==> src/rtl/ex_muldiv_unit_if.sv <==
// Pipeline-facing bundle of the RV32M multiply/divide unit.
// master: the EX-stage control that issues M-ops and consumes results.
// slave : the multiply/divide unit itself.
interface ex_muldiv_unit_if #(
    parameter int XLEN = 32,
    parameter int RD_W = 5
);
    logic            start_i;
    logic [2:0]      funct3_i;
    logic [XLEN-1:0] op_a_i;
    logic [XLEN-1:0] op_b_i;
    logic [RD_W-1:0] wr_i;
    logic            flush_i;
    logic            stall_o;
    logic            busy_o;
    logic            done_o;
    logic [XLEN-1:0] result_o;
    logic [RD_W-1:0] wr_o;

    modport master (
        output start_i, funct3_i, op_a_i, op_b_i, wr_i, flush_i,
        input  stall_o, busy_o, done_o, result_o, wr_o
    );

    modport slave (
        input  start_i, funct3_i, op_a_i, op_b_i, wr_i, flush_i,
        output stall_o, busy_o, done_o, result_o, wr_o
    );
endinterface

==> src/rtl/ex_muldiv_unit.sv <==
// RV32M multiply/divide unit for the EX stage.
// Iterative radix-2 shift-add multiply and restoring divide on magnitudes,
// with sign fixup on the last step. State updates on the falling clock edge.
// Optional macro MULDIV_FAST_MUL_EN: multiplies complete in one cycle using a
// 33x33 signed multiplier at acceptance; divides stay iterative.
//
// state | meaning
// IDLE  | waiting for an M-op from ID/EX
// RUN   | one radix-2 step per edge, cnt counts steps 0..31
// DONE  | result_o/wr_o valid, done_o high for one cycle
module ex_muldiv_unit #(
    parameter int XLEN = 32,
    parameter int RD_W = 5
) (
    input  logic           clk,
    input  logic           rst_n,
    ex_muldiv_unit_if.slave bus
);
    typedef enum logic [1:0] {IDLE, RUN, DONE} state_t;

    state_t              state_q, state_d;
    logic [2:0]          f3_q;
    logic [RD_W-1:0]     wr_q;
    logic [2*XLEN-1:0]   acc_q;
    logic [XLEN-1:0]     opnd_q;
    logic                neg_res_q, neg_rem_q;
    logic [4:0]          cnt_q;

    logic                is_div, a_signed, b_signed, sa, sb;
    logic [XLEN-1:0]     a_mag, b_mag;
    logic                div_zero, div_ovf, special;
    logic [XLEN-1:0]     special_res;
    logic                take_fast;
    logic [XLEN-1:0]     fast_res;
    logic                accept;

    logic [XLEN:0]       mul_sum;
    logic [XLEN:0]       div_r;
    logic                div_ge;
    logic [2*XLEN-1:0]   acc_step;
    logic [2*XLEN-1:0]   prod;
    logic [XLEN-1:0]     quo, rem, fin_res;

    logic                load_res;
    logic [XLEN-1:0]     res_d;
    logic [RD_W-1:0]     wr_d;

    // Operand decode, magnitudes and acceptance-time special cases
    always_comb begin
        is_div   = bus.funct3_i[2];
        a_signed = is_div ? ~bus.funct3_i[0] : (bus.funct3_i[1:0] != 2'b11);
        b_signed = is_div ? ~bus.funct3_i[0] : ~bus.funct3_i[1];
        sa       = a_signed & bus.op_a_i[XLEN-1];
        sb       = b_signed & bus.op_b_i[XLEN-1];
        a_mag    = sa ? -bus.op_a_i : bus.op_a_i;
        b_mag    = sb ? -bus.op_b_i : bus.op_b_i;
        div_zero = is_div & (bus.op_b_i == '0);
        div_ovf  = is_div & ~bus.funct3_i[0]
                 & (bus.op_a_i == {1'b1, {(XLEN-1){1'b0}}})
                 & (bus.op_b_i == {XLEN{1'b1}});
        special  = div_zero | div_ovf;
        if (div_zero)
            special_res = bus.funct3_i[1] ? bus.op_a_i : {XLEN{1'b1}};
        else
            special_res = bus.funct3_i[1] ? '0 : {1'b1, {(XLEN-1){1'b0}}};
        accept   = (state_q == IDLE) & bus.start_i & ~bus.flush_i;
    end

`ifdef MULDIV_FAST_MUL_EN
    logic signed [XLEN:0]     fast_a, fast_b;
    logic signed [2*XLEN+1:0] fast_prod;

    // Single-cycle signed 33x33 product; the extra bit carries signedness
    always_comb begin
        fast_a    = {a_signed & bus.op_a_i[XLEN-1], bus.op_a_i};
        fast_b    = {b_signed & bus.op_b_i[XLEN-1], bus.op_b_i};
        fast_prod = fast_a * fast_b;
        take_fast = ~is_div;
        fast_res  = (bus.funct3_i[1:0] == 2'b00) ? fast_prod[XLEN-1:0]
                                                 : fast_prod[2*XLEN-1:XLEN];
    end
`else
    // Without the fast multiplier every op takes the iterative path
    always_comb begin
        take_fast = 1'b0;
        fast_res  = '0;
    end
`endif

    // One radix-2 step plus the signed result of the final step
    always_comb begin
        mul_sum = {1'b0, acc_q[2*XLEN-1:XLEN]} + (acc_q[0] ? {1'b0, opnd_q} : '0);
        div_r   = {acc_q[2*XLEN-1:XLEN], acc_q[XLEN-1]};
        div_ge  = (div_r >= {1'b0, opnd_q});
        if (f3_q[2]) begin
            if (div_ge)
                acc_step = {div_r[XLEN-1:0] - opnd_q, acc_q[XLEN-2:0], 1'b1};
            else
                acc_step = {div_r[XLEN-1:0], acc_q[XLEN-2:0], 1'b0};
        end else begin
            acc_step = {mul_sum, acc_q[XLEN-1:1]};
        end
        prod = neg_res_q ? -acc_step : acc_step;
        quo  = neg_res_q ? -acc_step[XLEN-1:0] : acc_step[XLEN-1:0];
        rem  = neg_rem_q ? -acc_step[2*XLEN-1:XLEN] : acc_step[2*XLEN-1:XLEN];
        case (f3_q)
            3'b000:                 fin_res = prod[XLEN-1:0];
            3'b001, 3'b010, 3'b011: fin_res = prod[2*XLEN-1:XLEN];
            3'b100, 3'b101:         fin_res = quo;
            default:                fin_res = rem;
        endcase
    end

    // Next state and result load; flush overrides everything
    always_comb begin
        state_d  = state_q;
        load_res = 1'b0;
        res_d    = '0;
        wr_d     = wr_q;
        if (bus.flush_i) begin
            state_d = IDLE;
        end else begin
            case (state_q)
                IDLE: if (bus.start_i) begin
                    if (special | take_fast) begin
                        state_d  = DONE;
                        load_res = 1'b1;
                        res_d    = special ? special_res : fast_res;
                        wr_d     = bus.wr_i;
                    end else begin
                        state_d = RUN;
                    end
                end
                RUN: if (cnt_q == 5'(XLEN-1)) begin
                    state_d  = DONE;
                    load_res = 1'b1;
                    res_d    = fin_res;
                end
                DONE:    state_d = IDLE;
                default: state_d = IDLE;
            endcase
        end
    end

    // State register
    always_ff @(negedge clk or negedge rst_n) begin
        if (!rst_n) state_q <= IDLE;
        else        state_q <= state_d;
    end

    // Operand latch, iteration datapath and result registers
    always_ff @(negedge clk or negedge rst_n) begin
        if (!rst_n) begin
            f3_q      <= '0;
            wr_q      <= '0;
            acc_q     <= '0;
            opnd_q    <= '0;
            neg_res_q <= 1'b0;
            neg_rem_q <= 1'b0;
            cnt_q     <= '0;
            bus.result_o <= '0;
            bus.wr_o     <= '0;
        end else begin
            if (accept) begin
                f3_q      <= bus.funct3_i;
                wr_q      <= bus.wr_i;
                neg_res_q <= sa ^ sb;
                neg_rem_q <= sa;
                opnd_q    <= is_div ? b_mag : a_mag;
                acc_q     <= {{XLEN{1'b0}}, is_div ? a_mag : b_mag};
                cnt_q     <= '0;
            end else if (state_q == RUN && !bus.flush_i) begin
                acc_q <= acc_step;
                cnt_q <= (cnt_q == 5'(XLEN-1)) ? '0 : cnt_q + 5'd1;
            end
            if (load_res) begin
                bus.result_o <= res_d;
                bus.wr_o     <= wr_d;
            end
        end
    end

    // Status outputs; stall is combinational so ID/EX holds on acceptance
    always_comb begin
        bus.busy_o  = (state_q != IDLE);
        bus.done_o  = (state_q == DONE);
        bus.stall_o = (state_q == RUN) | accept;
    end
endmodule
==> src/flat_wrapper.sv <==
// flat-port wrapper written by rule: the top's interface ports become plain ports
module ex_muldiv_unit_flat 
#(
    parameter int XLEN = 32,
    parameter int RD_W = 5
)
  (clk, rst_n, bus_start_i, bus_funct3_i, bus_op_a_i, bus_op_b_i, bus_wr_i, bus_flush_i, bus_stall_o, bus_busy_o, bus_done_o, bus_result_o, bus_wr_o);
  ex_muldiv_unit_if #(.XLEN(XLEN), .RD_W(RD_W)) bus_i ();
  input  logic clk;
  input  logic rst_n;
  input wire logic [$bits(bus_i.start_i)-1:0] bus_start_i;
  input wire logic [$bits(bus_i.funct3_i)-1:0] bus_funct3_i;
  input wire logic [$bits(bus_i.op_a_i)-1:0] bus_op_a_i;
  input wire logic [$bits(bus_i.op_b_i)-1:0] bus_op_b_i;
  input wire logic [$bits(bus_i.wr_i)-1:0] bus_wr_i;
  input wire logic [$bits(bus_i.flush_i)-1:0] bus_flush_i;
  output wire logic [$bits(bus_i.stall_o)-1:0] bus_stall_o;
  output wire logic [$bits(bus_i.busy_o)-1:0] bus_busy_o;
  output wire logic [$bits(bus_i.done_o)-1:0] bus_done_o;
  output wire logic [$bits(bus_i.result_o)-1:0] bus_result_o;
  output wire logic [$bits(bus_i.wr_o)-1:0] bus_wr_o;
  assign bus_i.start_i = bus_start_i;
  assign bus_i.funct3_i = bus_funct3_i;
  assign bus_i.op_a_i = bus_op_a_i;
  assign bus_i.op_b_i = bus_op_b_i;
  assign bus_i.wr_i = bus_wr_i;
  assign bus_i.flush_i = bus_flush_i;
  assign bus_stall_o = bus_i.stall_o;
  assign bus_busy_o = bus_i.busy_o;
  assign bus_done_o = bus_i.done_o;
  assign bus_result_o = bus_i.result_o;
  assign bus_wr_o = bus_i.wr_o;
  ex_muldiv_unit #(.XLEN(XLEN), .RD_W(RD_W)) u_core (.clk(clk), .rst_n(rst_n), .bus(bus_i));
endmodule
==> config.mk <==
export PLATFORM = sky130hd
export DESIGN_NAME = ex_muldiv_unit_flat
export DESIGN_NICKNAME = d
export VERILOG_FILES = /design/src/rtl/ex_muldiv_unit_if.sv /design/src/rtl/ex_muldiv_unit.sv /design/src/flat_wrapper.sv
export SDC_FILE = /design/constraint.sdc
export NUM_CORES = 1
export LEC_CHECK = 0
export CORE_UTILIZATION = 35
export DETAILED_ROUTE_END_ITERATION = 10
export PLACE_DENSITY_LB_ADDON = 0.3
export SLEW_MARGIN = 20
export SYNTH_ARGS = -nofsm -noshare
export SYNTH_HDL_FRONTEND = slang
export SYNTH_SLANG_ARGS = --single-unit
==> constraint.sdc <==
create_clock -name clk -period 6.6 [get_ports clk]
set_input_delay 0.66 -clock clk [delete_from_list [all_inputs] [get_ports clk]]
set_output_delay 0.66 -clock clk [all_outputs]
set_load 0.01 [all_outputs]
**After elaboration in Yosys (flattened, before gate mapping)**

Cells that the tools add are included.

- Bits in latches: 0
- Register bits: 150
- Output and inout port bits: 40
- Memory bits (read-only): 0
- Memories kept: 0
- Bits in writable memories: 0

- Reduce and logical (&&, ||, !) cells: 10
- Mux-type cells: 40
- $lt $le $gt $ge: 1
- Bitwise logic cells: 14
- Div/mod/pow operators: 0
- Shift-type cells: 0
- Multipliers: 0
- Equality and inequality tests: 13
- Add/sub/neg operators: 8

Operator list:

| kind | number |
|---|---|
| 32-bit 2-to-1 mux | 14 |
| 64-bit 2-to-1 mux | 5 |
| 32-bit negator | 4 |
| 32-bit one-hot mux with 3 select lines | 1 |
| 32-bit equality test, second input constant | 2 |
| 64-bit negator | 1 |
| 32-bit one-hot mux with 2 select lines | 1 |
| 5-bit 2-to-1 mux | 7 |
| 32-bit by 33-bit adder with 33-bit output | 1 |
| 33-bit by 32-bit >= comparator with 1-bit output | 1 |
| 32-bit zero test | 1 |
| 32-bit subtractor | 1 |
| 1-bit AND | 8 |
| 2-bit 2-to-1 mux | 4 |
| 3-bit by 2-bit equality test with 1-bit output, second input constant | 2 |
| 3-bit equality test, second input constant | 2 |
| 1-bit 2-to-1 mux | 6 |
| 5-bit by 1-bit adder with 5-bit output, second input constant | 1 |
| 5-bit equality test, second input constant | 1 |
| 2-bit one-hot mux with 2 select lines | 1 |
| 2-bit nonzero test | 2 |
| 3-bit by 1-bit equality test with 1-bit output, second input constant | 1 |
| 3-bit zero test | 1 |
| 3-bit by 2-bit inequality test with 1-bit output, second input constant | 1 |
| other kinds (14) | 17 |

**Depth between registers and ports, before layout**

Gate-level depths: netlist (run 1).

- Word-level depth: 9
- Mapped depth: 26

==> results of run 1 <==
routing by layer:
layer	track usage, %	up-vias
li1	-	8677
met1	38.6	8965
met2	44.8	842
met3	5.42	120
met4	12.5	4
met5	0	-
worst max-delay path, delay by kind of cell:
kind / cells / cell delay, ns
and+or+nand+nor: 6 / 2.03
AOI/OAI and AO/OA: 2 / 0.16
buffers and inverters: 3 / 0.83
kinds of logic after synthesis:
kind of cell | after synthesis
simple gates | 810
compound gates | 757
buf+inv | 229
xor+xnor | 180
flops | 150
fa+ha+maj | 73
mux | 60
power breakdown:
| group | switching [mW] | internal [mW] |
|---|---|---|
| registers | 0.298 | 1.14 |
| logic | 4.09 | 2.26 |
| clock network | 0.428 | 0.517 |
| total | 4.81 | 3.92 |
state kept, by name, summed over array words and instances, names as in the netlist:
register             count
u_core.acc_q            64
u_core.bus.result_o     32
u_core.opnd_q           32
u_core.bus.wr_o          5
u_core.cnt_q             5
u_core.wr_q              5
u_core.f3_q              3
u_core.state_q           2
u_core.neg_rem_q         1
u_core.neg_res_q         1
final timing paths:
| kind | startpoint | to |
|---|---|---|
| min in group asynchronous | rst_n | u_core.acc_q[59] |
| max | bus_op_b_i[12] | u_core.bus.result_o[14] |
| max in group asynchronous | rst_n | u_core.acc_q[48] |
| min | u_core.wr_q[1] | u_core.wr_q[1] |
| max reg2reg | u_core.opnd_q[18] | u_core.bus.result_o[18] |
| min reg2reg | u_core.wr_q[1] | u_core.wr_q[1] |
cells in the final DEF (no fill, tap or decap), types with 41 or more instances in the layout:
master	instances
dfrtn_1	150
buf_4	200
clkdlybuf4s50_1	107
and2_1	46
o211ai_1	44
a21oi_1	175
xor2_1	73
mux2i_1	53
ha_1	70
nor2b_1	41
nand3_1	42
o21ai_0	231
nor3_1	60
inv_1	73
nand2_1	271
nor2_1	154
xnor2_1	107
what timing repair did:
| action | 4_1_cts | 5_1_grt |
|---|---|---|
| pin swaps | 5 | 5 |
| endpoints found under the setup margin | 41 | 57 |
| gates cloned | 1 | 7 |
| setup buffers | 6 | 4 |
| resized for setup | 8 | 57 |
final cells by class:
type	instances	area, um2
Timing Repair Buffer	331	2950
Sequential cell	150	3750
Multi-Input combinational cell	1881	12400
Fill cell	4847	26900
Clock inverter	12	106
Tap cell	615	769
Clock buffer	20	437
Inverter	77	289
stage by stage:
stage | cells | hold slack (ns) | util, % | total power [mW]
after floorplan | 2259 | 0.406 | - | 5.59
after global placement | 3036 | 0.419 | 41.4 | 7.47
after detailed placement | 3036 | 0.424 | 41.5 | 7.53
after CTS | 3075 | 0.425 | 42.7 | 8.52
after global routing | 3086 | 0.438 | 43.5 | 9.22
final | 3086 | 0.427 | 43.5 | 8.73
==> results.md, run 1 <==
* Die Wd at 222 um
* Placed Area at a little under 20,000 um2
* Register area share after synthesis at 22.3%
* Post-DRT Antenna Nets at 0
* Adder-Cell Fraction of Synth Area at about 5.5%
* Total congestion overflow at 0
* First-pass GRT wire length at 108,000 um
* Tightest Pin Transition at 1.12 ns
* Final max-slew violation count at 0
* Drt pass-1 iters at 6
* Setup TNS Final at 0 ns
* Final Hold Violating Endpoints at 0
* Post-Synth XOR/XNOR Area at 9.35%
* Setup CP Type: primary input to flip-flop
* Design area at ~21,000 um2
* Initial Util at between 30% and 40%
* Met3 Wirelength at between 6000 and 7000 um
* Fraction of layout cells with a size suffix above 1 at ~15%
* Initial DRC Count at 1,989
* Initial antenna violation count at 4
* Top Layer Used: met5
* PD cells at approximately 420 nW/um2
* Met2 WL post-DR at between 30,000 and 40,000 um
* Asr flop ratio synth at 100%
* Final worst setup slack at 0.0185 ns
* DPL Wire Length at 57,200 um
* Wire per inst at roughly 24 um
* Setup crit start kind: primary input
* Place WS at -0.858 ns
* CTS Hold Bufs at 0
* I/O Buffers at 115
* Via/cell ratio at about 6
* Synthesized area at approximately 17,000 um2
* Synth top cells by count: nand2_1, o21ai_0, a21oi_1, nor2_1, dfrtn_1
* CP max-delay cell: or4_4
* Worst R2R Setup Slack at 0.36 ns
* Most common cell in the netlist: nand2_1
* Synth Area in Simple Gates at 23.9%
* Crit-path max FO at 8
* CTS tree: done
* FF-to-FF path depth at 22
* Via count at 18,600
* WL met1 at 31,100 um
* Clock Skews at 0.0111 ns
* Post-synth EDFFs at 0
* Lkg Pwr at around 8.6 nW
* Number of global-route vias before repair at around 17,000
* Ant diodes at 0
* Proportion of synthesized area in mux cells at 3.61%
* Post-synthesis compound-gate area fraction at 29.8%
* TritonCTS Buffers at 17
* DR DRC count at 0
* Crit path largest cell delay at 0.55 ns
* Max Buffers Root-to-Sink at 2
* Required @ worst endpoint at 3.72 ns
* Largest net degree at the start of global routing at 106
* Synth Instances at roughly 2,300
* YS warnings at 0
* WL final at 72,700 um
* Crit-path cells: clkdlybuf4s50_1, or4_4, or2_4, nor4_4, nand4b_1, buf_4, or3_4, buf_12, nor3_1, a21oi_1, o21ai_0
* Io pins at 116
* Layout area overhead at 22.9%
* # setup viols final at 0
* Worst-Skew Late Latency at 0.41 ns
* Crit end category: flip-flop
* Root Driver: clkbuf_16
* H-tree Lvls at 4
* CTS Sinks at 150
* Primary FF master, synth: dfrtn_1
* Synth Net Count at roughly 2,400
* Num rows at 80
* Hold/Removal Path Class: flip-flop to flip-flop
* Max VDD drop at 188 uV
* Yosys top cell area share at 22.3%
* Global-route usage over all layers at 28.7%
* Top area cells in the synthesized netlist: dfrtn_1, o21ai_0, nand2_1, xnor2_1, a21oi_1
* Die Ht at 222 um
* GP Congestion at 0.982
* CP arrival at 3.70 ns
* Max cap viols at 0
* Largest family of logic cells by synthesized area: compound AO/OA/AOI/OAI gates
* Status: completed
* Area leader, netlist: dfrtn_1
* Area of the die at around 50,000 um2
* Syn_area_per_cell at between 7 and 8 um2
* Post-synth cell types at roughly 120
* Nets at 2,607
* Rel. slew slack at 25.6%
* Core area at ~48,000 um2
* Yosys reg bits at 150
* WHS Path Cells at 2
* Clock slew at reported path FFs at 0.05 ns
Note: power is estimated with default switching activity, not from simulation.
==> run 2: changes to the inputs <==
PLACE_DENSITY_LB_ADDON = 0.15   (was 0.3)
SKIP_CTS_REPAIR_TIMING = 1   (was unset)
==> run 2 against run 1 <==
  * The flow now finishes with violations (design-rule violations)
  * Final area increased by 0.26%
  * Utilization increased by 0.11 points
  * Combinational power increased by 2%
  * Cell count increased by 0.62%
  * Via count decreased by 0.87%
  * Non-clock buffer count increased by 19
  * Total power increased by 2.1%
  * Sequential share of layout area about the same
==> results.md, run 2 (synthesis results as in run 1) <==
* Status: finished, violations left
* Failing checks: design-rule violations
* Reg power frac at between 10% and 20%
* Sequential cell area at 3750 um2
* Die Ht at 222 um
* Worst-Skew Late Latency at between 0.4 and 0.5 ns
* Clock slew at reported path FFs at 0.05 ns
* Required @ worst endpoint at 3.53 ns
* Clock Skews at approximately 0.015 ns
* Final Power at 8.91 mW
* Area of the multi-input gates at about 12,000 um2
* Unrepaired setup endpoints after global routing: yes
* Total congestion overflow at 0
* Initial Util at 35.4%
* Num rows at 80
* Wire per inst at 24.3 um
* Crit end category: flip-flop
* Global-route usage over all layers at 30.1%
* Nets at 2,625
* Rel. slew slack at 23.8%
* Via count at approximately 18,000
* H-tree Lvls at 4
* PD cells at 429 nW/um2
* Max Buffers Root-to-Sink at 2
* Place WS at -0.879 ns
* Setup crit start kind: primary input
* Drt pass-1 iters at 11
* Initial antenna violation count at 0
* Crit-path cells: clkdlybuf4s50_1, or4_4, or2_4, nor4_4, nand4b_1, buf_4, o21ai_2, nand2_1, nand2_2, nand2_4, buf_6, buf_4, a21oi_2, o21ai_0
* First-pass GRT wire length at 112,000 um
* Most flops, register: u_core.acc_q
* P_sw at 4.88 mW
* Max VDD drop at 188 uV
* I/O Buffers at 115
* CP arrival at between 3 and 4 ns
* TritonCTS Buffers at 17
* DPL Wire Length at around 60,000 um
* Crit path largest cell delay at between 0.4 and 0.5 ns
* Final max-slew violation count at 0
* Lkg Pwr at ~8.7 nW
* Clock group share of total power at ~11%
* Fillers at between 4,000 and 5,000
* Most common cell after layout, fill and taps aside: nand2_1
* Max cap viols at 0
* Cell mode on critical path: buf_4
* Placed instance count at 3,061
* Core area at 47,600 um2
* Finished Layout Cells at 3,105
* Design area at 20,800 um2
* Fraction of layout cells with a size suffix above 1 at 15.0%
* Hold/Removal Path Class: flip-flop to flip-flop
* Tightest Pin Transition at ~1.1 ns
* DR DRC count at 2
* Top flop regs: u_core.acc_q (64), u_core.bus.result_o (32), u_core.opnd_q (32)
* Switching part of the total at a little over half
* Setup CP Type: primary input to flip-flop
* CP delay by family, top: simple AND/OR/NAND/NOR gates
* Area of the die at 49,100 um2
* CTS Sinks at 150
* WL final at 75,400 um
* Via/cell ratio at around 6
* Power Internal at 4.03 mW
* Most frequent cells in the layout: nand2_1, o21ai_0, buf_4
* Layout area overhead at 23.3%
* Root Driver: clkbuf_16
* Largest net degree at the start of global routing at 94
* Worst R2R Setup Slack at 0.23 ns
* Number of global-route vias before repair at about 18,000
* CTS tree: done
* Placed Area at 19,900 um2
* Combinational share of power at 72.3%
* Final worst setup slack at approximately 0.10 ns
* # setup viols final at 0
* WP buf/inv at 4
* CP max-delay cell: or4_4
* Post-DRT Antenna Nets at 0
* Io pins at 116
* Crit-path max FO at 6
* GP Congestion at 0.987
* Die Wd at 222 um
* Initial DRC Count at 1,825
* Final Hold Violating Endpoints at 0
* Max FFs per register at 64
==> run 2: cell types whose count changed in the layout (fill, tap and decap cells not counted), moves of 4 or more <==
cell and delta:
buf_4 +26, clkbuf_16 -4, clkdlybuf4s50_1 -5, dlymetal6s2s_1 +5
o21ai_0 +6, o21ai_1 -6
==> run 2: worst min-delay path, cell delays in order (launching register included) <==
cell	delay [ns]
dfrtn_1	0.41
nand2_1	0.05
nand2_1	0.06
==> run 2: routing by layer <==
metal	wire, um	track usage [%]	vias to the layer above
li1	-	-	8707
met1	32800	40.7	8821
met2	34000	48.5	800
met3	5530	4.20	118
met4	3030	11.5	0
met5	0	0	-
==> run 2: worst paths after layout <==
path,cells after the start,startpoint,end
setup / recovery,14,bus_op_b_i[12],u_core.bus.result_o[17]
hold / removal,2,u_core.wr_q[3],u_core.wr_q[3]
setup reg to reg,23,u_core.opnd_q[28],u_core.bus.result_o[20]
hold reg to reg,2,u_core.wr_q[3],u_core.wr_q[3]
max in group asynchronous,2,rst_n,u_core.acc_q[3]
min in group asynchronous,1,rst_n,u_core.cnt_q[2]
==> run 2: final cells by class <==
type | instances | area share, %
multi-input combinational | 1880 | 59.5
timing repair buffer | 350 | 14.6
antenna | 1 | 0.0120
inverter | 77 | 1.39
clock buffer | 19 | 2.08
clock inverter | 13 | 0.704
sequential | 150 | 18.1
tap | 615 | 3.70
==> run 2: metrics by stage <==
step           TNS [ns]  util [%]  hold WS (ns)
2_1_floorplan     -3.98         -         0.406
3_3_place_gp     -33.57      41.8         0.423
3_5_place_dp     -36.25      41.8         0.427
4_1_cts          -14.19      43.1         0.428
5_1_grt         -0.0441      43.6         0.446
6_report              0      43.6         0.429
==> run 2: power by group through the flow <==
stage          combinational, mW  sequential [mW]  clock, mW
6_report                    6.45             1.45       1.02
5_1_grt                     6.90             1.48       1.06
4_1_cts                     6.28             1.44       1.03
3_5_place_dp                6.24             1.45          0
3_3_place_gp                6.21             1.45          0
2_1_floorplan               4.26             1.32          0
